$ cat src/rtl/serial_adder_arbiter_if.sv
// Requester and serial-adder signal bundle for serial_adder_arbiter.
// slave is the arbiter's view; master drives requests and adder replies.
interface serial_adder_arbiter_if #(
  parameter int WIDTH = 4
);
  logic [3:0]         req;
  logic [4*WIDTH-1:0] req_x;
  logic [4*WIDTH-1:0] req_y;
  logic [3:0]         grant;
  logic [3:0]         ack;
  logic [WIDTH:0]     result;
  logic               timeout_err;
  logic               busy;
  logic               add_start;
  logic [WIDTH-1:0]   add_x;
  logic [WIDTH-1:0]   add_y;
  logic               add_done;
  logic [WIDTH:0]     add_sum;

  modport slave (
    input  req,
    input  req_x,
    input  req_y,
    input  add_done,
    input  add_sum,
    output grant,
    output ack,
    output result,
    output timeout_err,
    output busy,
    output add_start,
    output add_x,
    output add_y
  );

  modport master (
    output req,
    output req_x,
    output req_y,
    output add_done,
    output add_sum,
    input  grant,
    input  ack,
    input  result,
    input  timeout_err,
    input  busy,
    input  add_start,
    input  add_x,
    input  add_y
  );
endinterface

$ cat src/rtl/serial_adder_arbiter.sv
// Round-robin arbiter sharing one serial adder among four requesters.
// Moore FSM IDLE/START/WAIT/RESP with a bounded wait for add_done.
module serial_adder_arbiter #(
  parameter int WIDTH   = 4,
  parameter int TIMEOUT = 12
) (
  input logic                   clock,
  input logic                   Reset,
  serial_adder_arbiter_if.slave bus
);

  typedef enum logic [1:0] {
    IDLE,
    START,
    WAIT,
    RESP
  } state_t;

  localparam int CW = $clog2(TIMEOUT + 1);

  state_t           state;
  state_t           state_nxt;
  logic [1:0]       ptr;
  logic [1:0]       win;
  logic [1:0]       win_nxt;
  logic [1:0]       cand;
  logic             found;
  logic [3:0]       grant_q;
  logic [WIDTH:0]   result_q;
  logic [WIDTH-1:0] x_q;
  logic [WIDTH-1:0] y_q;
  logic [WIDTH-1:0] sel_x;
  logic [WIDTH-1:0] sel_y;
  logic [CW-1:0]    cnt;
  logic             to_flag;
  logic             done_hit;
  logic             to_hit;

  // search ptr, ptr+1, ... wrapping; first active request wins
  always_comb begin
    found   = 1'b0;
    win_nxt = ptr;
    cand    = ptr;
    for (int i = 0; i < 4; i++) begin
      cand = ptr + 2'(i);
      if (!found && bus.req[cand]) begin
        found   = 1'b1;
        win_nxt = cand;
      end
    end
  end

  always_comb begin
    sel_x = bus.req_x[0 +: WIDTH];
    sel_y = bus.req_y[0 +: WIDTH];
    unique case (win_nxt)
      2'd1: begin
        sel_x = bus.req_x[WIDTH +: WIDTH];
        sel_y = bus.req_y[WIDTH +: WIDTH];
      end
      2'd2: begin
        sel_x = bus.req_x[2*WIDTH +: WIDTH];
        sel_y = bus.req_y[2*WIDTH +: WIDTH];
      end
      2'd3: begin
        sel_x = bus.req_x[3*WIDTH +: WIDTH];
        sel_y = bus.req_y[3*WIDTH +: WIDTH];
      end
      default: ;
    endcase
  end

  assign done_hit = (state == WAIT) && bus.add_done;
  assign to_hit   = (state == WAIT) && !bus.add_done
                  && (cnt == CW'(TIMEOUT - 1));

  always_ff @(posedge clock) begin
    if (!Reset) state <= IDLE;
    else        state <= state_nxt;
  end

  always_comb begin
    state_nxt = state;
    unique case (state)
      IDLE:  if (found) state_nxt = START;
      START: state_nxt = WAIT;
      WAIT:  if (done_hit || to_hit) state_nxt = RESP;
      RESP:  state_nxt = IDLE;
      default: state_nxt = IDLE;
    endcase
  end

  always_ff @(posedge clock) begin
    if (!Reset) begin
      ptr      <= '0;
      win      <= '0;
      grant_q  <= '0;
      result_q <= '0;
      x_q      <= '0;
      y_q      <= '0;
      cnt      <= '0;
      to_flag  <= 1'b0;
    end else begin
      unique case (state)
        IDLE: begin
          if (found) begin
            grant_q <= 4'b0001 << win_nxt;
            win     <= win_nxt;
            x_q     <= sel_x;
            y_q     <= sel_y;
            to_flag <= 1'b0;
          end
        end
        START: cnt <= '0;
        WAIT: begin
          if (bus.add_done) begin
            result_q <= bus.add_sum;
          end else if (to_hit) begin
            result_q <= '0;
            to_flag  <= 1'b1;
          end else begin
            cnt <= cnt + CW'(1);
          end
        end
        RESP: begin
          ptr     <= win + 2'd1;
          grant_q <= '0;
          to_flag <= 1'b0;
        end
        default: ;
      endcase
    end
  end

  assign bus.grant       = grant_q;
  assign bus.ack         = (state == RESP) ? grant_q : 4'b0000;
  assign bus.result      = result_q;
  assign bus.timeout_err = (state == RESP) && to_flag;
  assign bus.busy        = (state != IDLE);
  assign bus.add_start   = (state == START);
  assign bus.add_x       = x_q;
  assign bus.add_y       = y_q;

endmodule

$ cat src/flat_wrapper.sv
// flat-port wrapper written by rule: the top's interface ports become plain ports
module serial_adder_arbiter_flat 
#(
  parameter int WIDTH   = 4,
  parameter int TIMEOUT = 12
)
  (clock, Reset, bus_req, bus_req_x, bus_req_y, bus_add_done, bus_add_sum, bus_grant, bus_ack, bus_result, bus_timeout_err, bus_busy, bus_add_start, bus_add_x, bus_add_y);
  serial_adder_arbiter_if #(.WIDTH(WIDTH)) bus_i ();
  input logic clock;
  input logic Reset;
  input wire logic [$bits(bus_i.req)-1:0] bus_req;
  input wire logic [$bits(bus_i.req_x)-1:0] bus_req_x;
  input wire logic [$bits(bus_i.req_y)-1:0] bus_req_y;
  input wire logic [$bits(bus_i.add_done)-1:0] bus_add_done;
  input wire logic [$bits(bus_i.add_sum)-1:0] bus_add_sum;
  output wire logic [$bits(bus_i.grant)-1:0] bus_grant;
  output wire logic [$bits(bus_i.ack)-1:0] bus_ack;
  output wire logic [$bits(bus_i.result)-1:0] bus_result;
  output wire logic [$bits(bus_i.timeout_err)-1:0] bus_timeout_err;
  output wire logic [$bits(bus_i.busy)-1:0] bus_busy;
  output wire logic [$bits(bus_i.add_start)-1:0] bus_add_start;
  output wire logic [$bits(bus_i.add_x)-1:0] bus_add_x;
  output wire logic [$bits(bus_i.add_y)-1:0] bus_add_y;
  assign bus_i.req = bus_req;
  assign bus_i.req_x = bus_req_x;
  assign bus_i.req_y = bus_req_y;
  assign bus_i.add_done = bus_add_done;
  assign bus_i.add_sum = bus_add_sum;
  assign bus_grant = bus_i.grant;
  assign bus_ack = bus_i.ack;
  assign bus_result = bus_i.result;
  assign bus_timeout_err = bus_i.timeout_err;
  assign bus_busy = bus_i.busy;
  assign bus_add_start = bus_i.add_start;
  assign bus_add_x = bus_i.add_x;
  assign bus_add_y = bus_i.add_y;
  serial_adder_arbiter #(.WIDTH(WIDTH), .TIMEOUT(TIMEOUT)) u_core (.clock(clock), .Reset(Reset), .bus(bus_i));
endmodule
$ cat config.mk
export PLATFORM = sky130hd
export DESIGN_NAME = serial_adder_arbiter_flat
export DESIGN_NICKNAME = d
export VERILOG_FILES = /design/src/rtl/serial_adder_arbiter_if.sv /design/src/rtl/serial_adder_arbiter.sv /design/src/flat_wrapper.sv
export SDC_FILE = /design/constraint.sdc
export NUM_CORES = 1
export LEC_CHECK = 0
export BUFFER_PORTS_ARGS = -buffer_cell sky130_fd_sc_hd__buf_4
export CORE_ASPECT_RATIO = 1.2
export CORE_MARGIN = 2
export CORE_UTILIZATION = 25
export CTS_CLUSTER_DIAMETER = 40
export DETAILED_ROUTE_END_ITERATION = 16
export GPL_TIMING_DRIVEN = 0
export PLACE_DENSITY = 0.59
export SYNTH_ARGS = -nofsm -noshare
export SYNTH_HDL_FRONTEND = slang
export SYNTH_SLANG_ARGS = --single-unit
$ cat constraint.sdc
create_clock -name clock -period 5.2 [get_ports clock]
set_input_delay 0.78 -clock clock [delete_from_list [all_inputs] [get_ports clock]]
set_output_delay 0.78 -clock clock [all_outputs]
set_load 0.005 [all_outputs]
==> flow_summary_export.csv <==
group,metric,value,unit
status,status,"finished clean",
global_route,first_global_vias,1436,
cells_and_area,syn_to_final_growth,43.8,%
yosys,yosysSeqAreaShare,0.363,
global_route,grt_pass1_wl,6580,um
worst_setup_path,worstPathArrival,1.54,ns
worst_setup_path,crit_slowest_cell,"dfxtp_1",
clock_tree,cts-hold-fix-buffers,0,
sta,fin_skew,0.00233,ns
cells_and_area,multi_input_area,923,um2
yosys,synth.most_common_cell,"dfxtp_1",
yosys,synth_async_sr_flop_share,0,
global_route,antenna_found_initial,0,
sta,rsz0062_at_grt,"no",
yosys,ys_ff_latch,28,
placement,place.gp.congestion,0.755,
floorplanning,io_pins,68,
detailed_routing,drt-initial-drc-count,37,
cells_and_area,regArea,561,um2
worst_setup_path,reg2regPathDepth,7,
yosys,synth_top_area_frac,0.363,
placement,dp_hpwl,3150,um
floorplanning,die_y,90.1,um
global_route,grt_overflow,0,
floorplanning,initial_core_util,0.257,
sta,drv_slew,0,
clock_tree,cts.reportedPaths.clkPinSlew,0.09,ns
clock_tree,cts_tree,"done",
detailed_routing,drc,0,
cells_and_area,nets,291,
worst_setup_path,crit_path_end_kind,"output port",
detailed_routing,first_pass_iters,4,
yosys,yosys-top-cells-area,"dfxtp_1 36%, mux2i_1 12%, nand2_1 4.6%, nand3_1 4.5%, o221ai_1 4.5%",
sta,final.setup.tns,0,ns
clock_tree,cts_buffer_depth,2,
yosys,synthCells,170,
worst_setup_path,cp_max_fo,10,
sta,worst_slew_pin_slew,0.704,ns
hold_path,hp-class,"reg2reg",
worst_setup_path,cp.depth,4,
sta,relSlewSlack,0.527,
worst_setup_path,path_class,"reg2out",
detailed_routing,wl_per_cell,12.3,um
yosys,synth-edff-count,0,
clock_tree,clock_sinks,28,
cells_and_area,layout-drive-gt1-share,0.315,
yosys,syn-num-nets,219,
floorplanning,core-area,6010,um2
sta,post-route-period-util,0.445,
detailed_routing,wl,3980,um
worst_setup_path,start_kind,"register",
sta,min_period,2.32,ns
yosys,yosys_warnings,0,
cells_and_area,final_core_util,0.369,
clock_tree,cts_made_buffers,3,
clock_tree,cts-root-buf,"clkbuf_8",
clock_tree,cts_resized,0,
sta,timing.fmax,432,MHz
cells_and_area,filler_cell_count,645,
worst_setup_path,cpPeakStageDelay,0.40,ns
worst_setup_path,crit_chain,"ha_1 > clkbuf_1 > and2_1 > buf_4",
yosys,yosysUniqueCellTypes,36,
cells_and_area,finalNonFillerCells,323,
placement,io_buffers,67,
cells_and_area,diodes,0,
yosys,yosysTopAreaCell,"dfxtp_1",
global_route,grt_usage,0.121,
yosys,syn-cell-area,1540,um2
sta,setup_viol,0,
hold_path,hold_depth,2,
power,irDropWorstVdd,0.160,mV
clock_tree,cts_max_level,1,
placement,place_inst,319,
detailed_routing,vias,1490,
detailed_routing,routed_via_density,4.61,
worst_setup_path,path_delay_family,"buffers and inverters",
yosys,synthTopCellsByCount,"28 x dfxtp_1, 19 x mux2i_1, 19 x nand2_1",
power,p_leak,0.964,nW
floorplanning,dieArea,6820,um2
flow_run,cap_violations,0,
worst_setup_path,required,4.42,ns
power,powerDensity,379,nW/um2
sta,hold_viol,0,
yosys,synth_area_per_cell,9.08,um2
yosys,synth_flop_cell,"dfxtp_1",
floorplanning,rows,31,
global_route,grt_max_degree,17,
floorplanning,die_x,75.7,um
worst_setup_path,crit_buf_inv,2,
clock_tree,clock_insertion_delay_worst_skew,0.27,ns
detailed_routing,postRouteAntennaNets,0,
clock_tree,postCtsSetupBuffers,0,
## cell type report
class	count	share of cell area
plain buffers	7	0.0169
clock buffers	3	0.0186
clock inverters	1	0.0135
inverters	6	0.0101
multi-input cells	129	0.416
flip-flops and latches	28	0.252
well taps	82	0.0462
repair buffers	67	0.226
## routing by layer
| metal | routed length (um) | vias up | share of wire | global-route usage |
|---|---|---|---|---|
| li1 | - | 759 | - | - |
| met1 | 1620 | 692 | 0.41 | 0.143 |
| met2 | 2100 | 34 | 0.53 | 0.210 |
| met3 | 222 | 5 | 0.056 | 0.0291 |
| met4 | 46 | 0 | 0.012 | 0.0351 |
| met5 | 0 | - | 0 | 0 |
## worst min-delay path, delay by kind of cell (launching register included)
kind / cells / cell delay [ns]
and+or+nand+nor: 1 / 0.05
DFF: 1 / 0.33
AOI/OAI and AO/OA: 1 / 0.05
## flip-flops by register name, summed over array words and instances, names as in the netlist
name	count
u_core.bus.add_y	4
u_core.bus.result	5
u_core.bus.add_x	4
u_core.win	2
u_core.bus.grant	4
u_core.to_flag	1
u_core.state	2
u_core.cnt	4
u_core.ptr	2
## kinds of logic (layout without fill, tap and decap cells)
| logic type | after synthesis | in the layout | share of synthesized area |
|---|---|---|---|
| mux | 19 | 19 | 0.123 |
| simple gates | 67 | 67 | 0.234 |
| fa+ha+maj | 5 | 5 | 0.0405 |
| xor+xnor | 2 | 2 | 0.0113 |
| buf+inv | 13 | 84 | 0.0389 |
| compound gates | 36 | 36 | 0.189 |
| flops | 28 | 28 | 0.363 |
## cell usage in the layout (no fill, tap or decap), types with 4 or more instances in the layout
| cell type | n |
|---|---|
| a21boi_0 | 6 |
| a21boi_1 | 5 |
| and2_1 | 9 |
| buf_4 | 68 |
| clkbuf_1 | 4 |
| dfxtp_1 | 28 |
| ha_1 | 5 |
| inv_1 | 6 |
| mux2i_1 | 19 |
| nand2_1 | 19 |
| nand3_1 | 14 |
| nor2_1 | 4 |
| nor2b_1 | 7 |
| o21ai_0 | 5 |
| o221ai_1 | 8 |
## per-stage QoR
stage | power [mW] | hold WS [ns] | cell area (um2) | setup slack (ns)
finish | 0.842 | 0.468 | 2220 | 2.88
global route | 0.906 | 0.482 | 2220 | 2.72
CTS | 0.852 | 0.470 | 2220 | 2.86
detailed placement | 0.678 | 0.456 | 2150 | 2.77
global placement | 0.674 | 0.449 | 2150 | 2.76
floorplan | 0.522 | 0.436 | 1540 | 3.19
## where the power goes
part / switching (mW) / internal, mW / total, mW
combinational: 0.185 / 0.184 / 0.369
sequential: 0.0347 / 0.266 / 0.301
clock: 0.0683 / 0.103 / 0.171
## path summary, 6_finish.rpt
kind         slack, ns                  end                start
max               2.88      bus_timeout_err      u_core.state[1]
min               0.47  u_core.bus.grant[3]  u_core.bus.grant[3]
max reg2reg       3.27        u_core.cnt[2]      u_core.state[0]
min reg2reg       0.47  u_core.bus.grant[3]  u_core.bus.grant[3]
No activity file was read; power rests on OpenSTA's default activity.
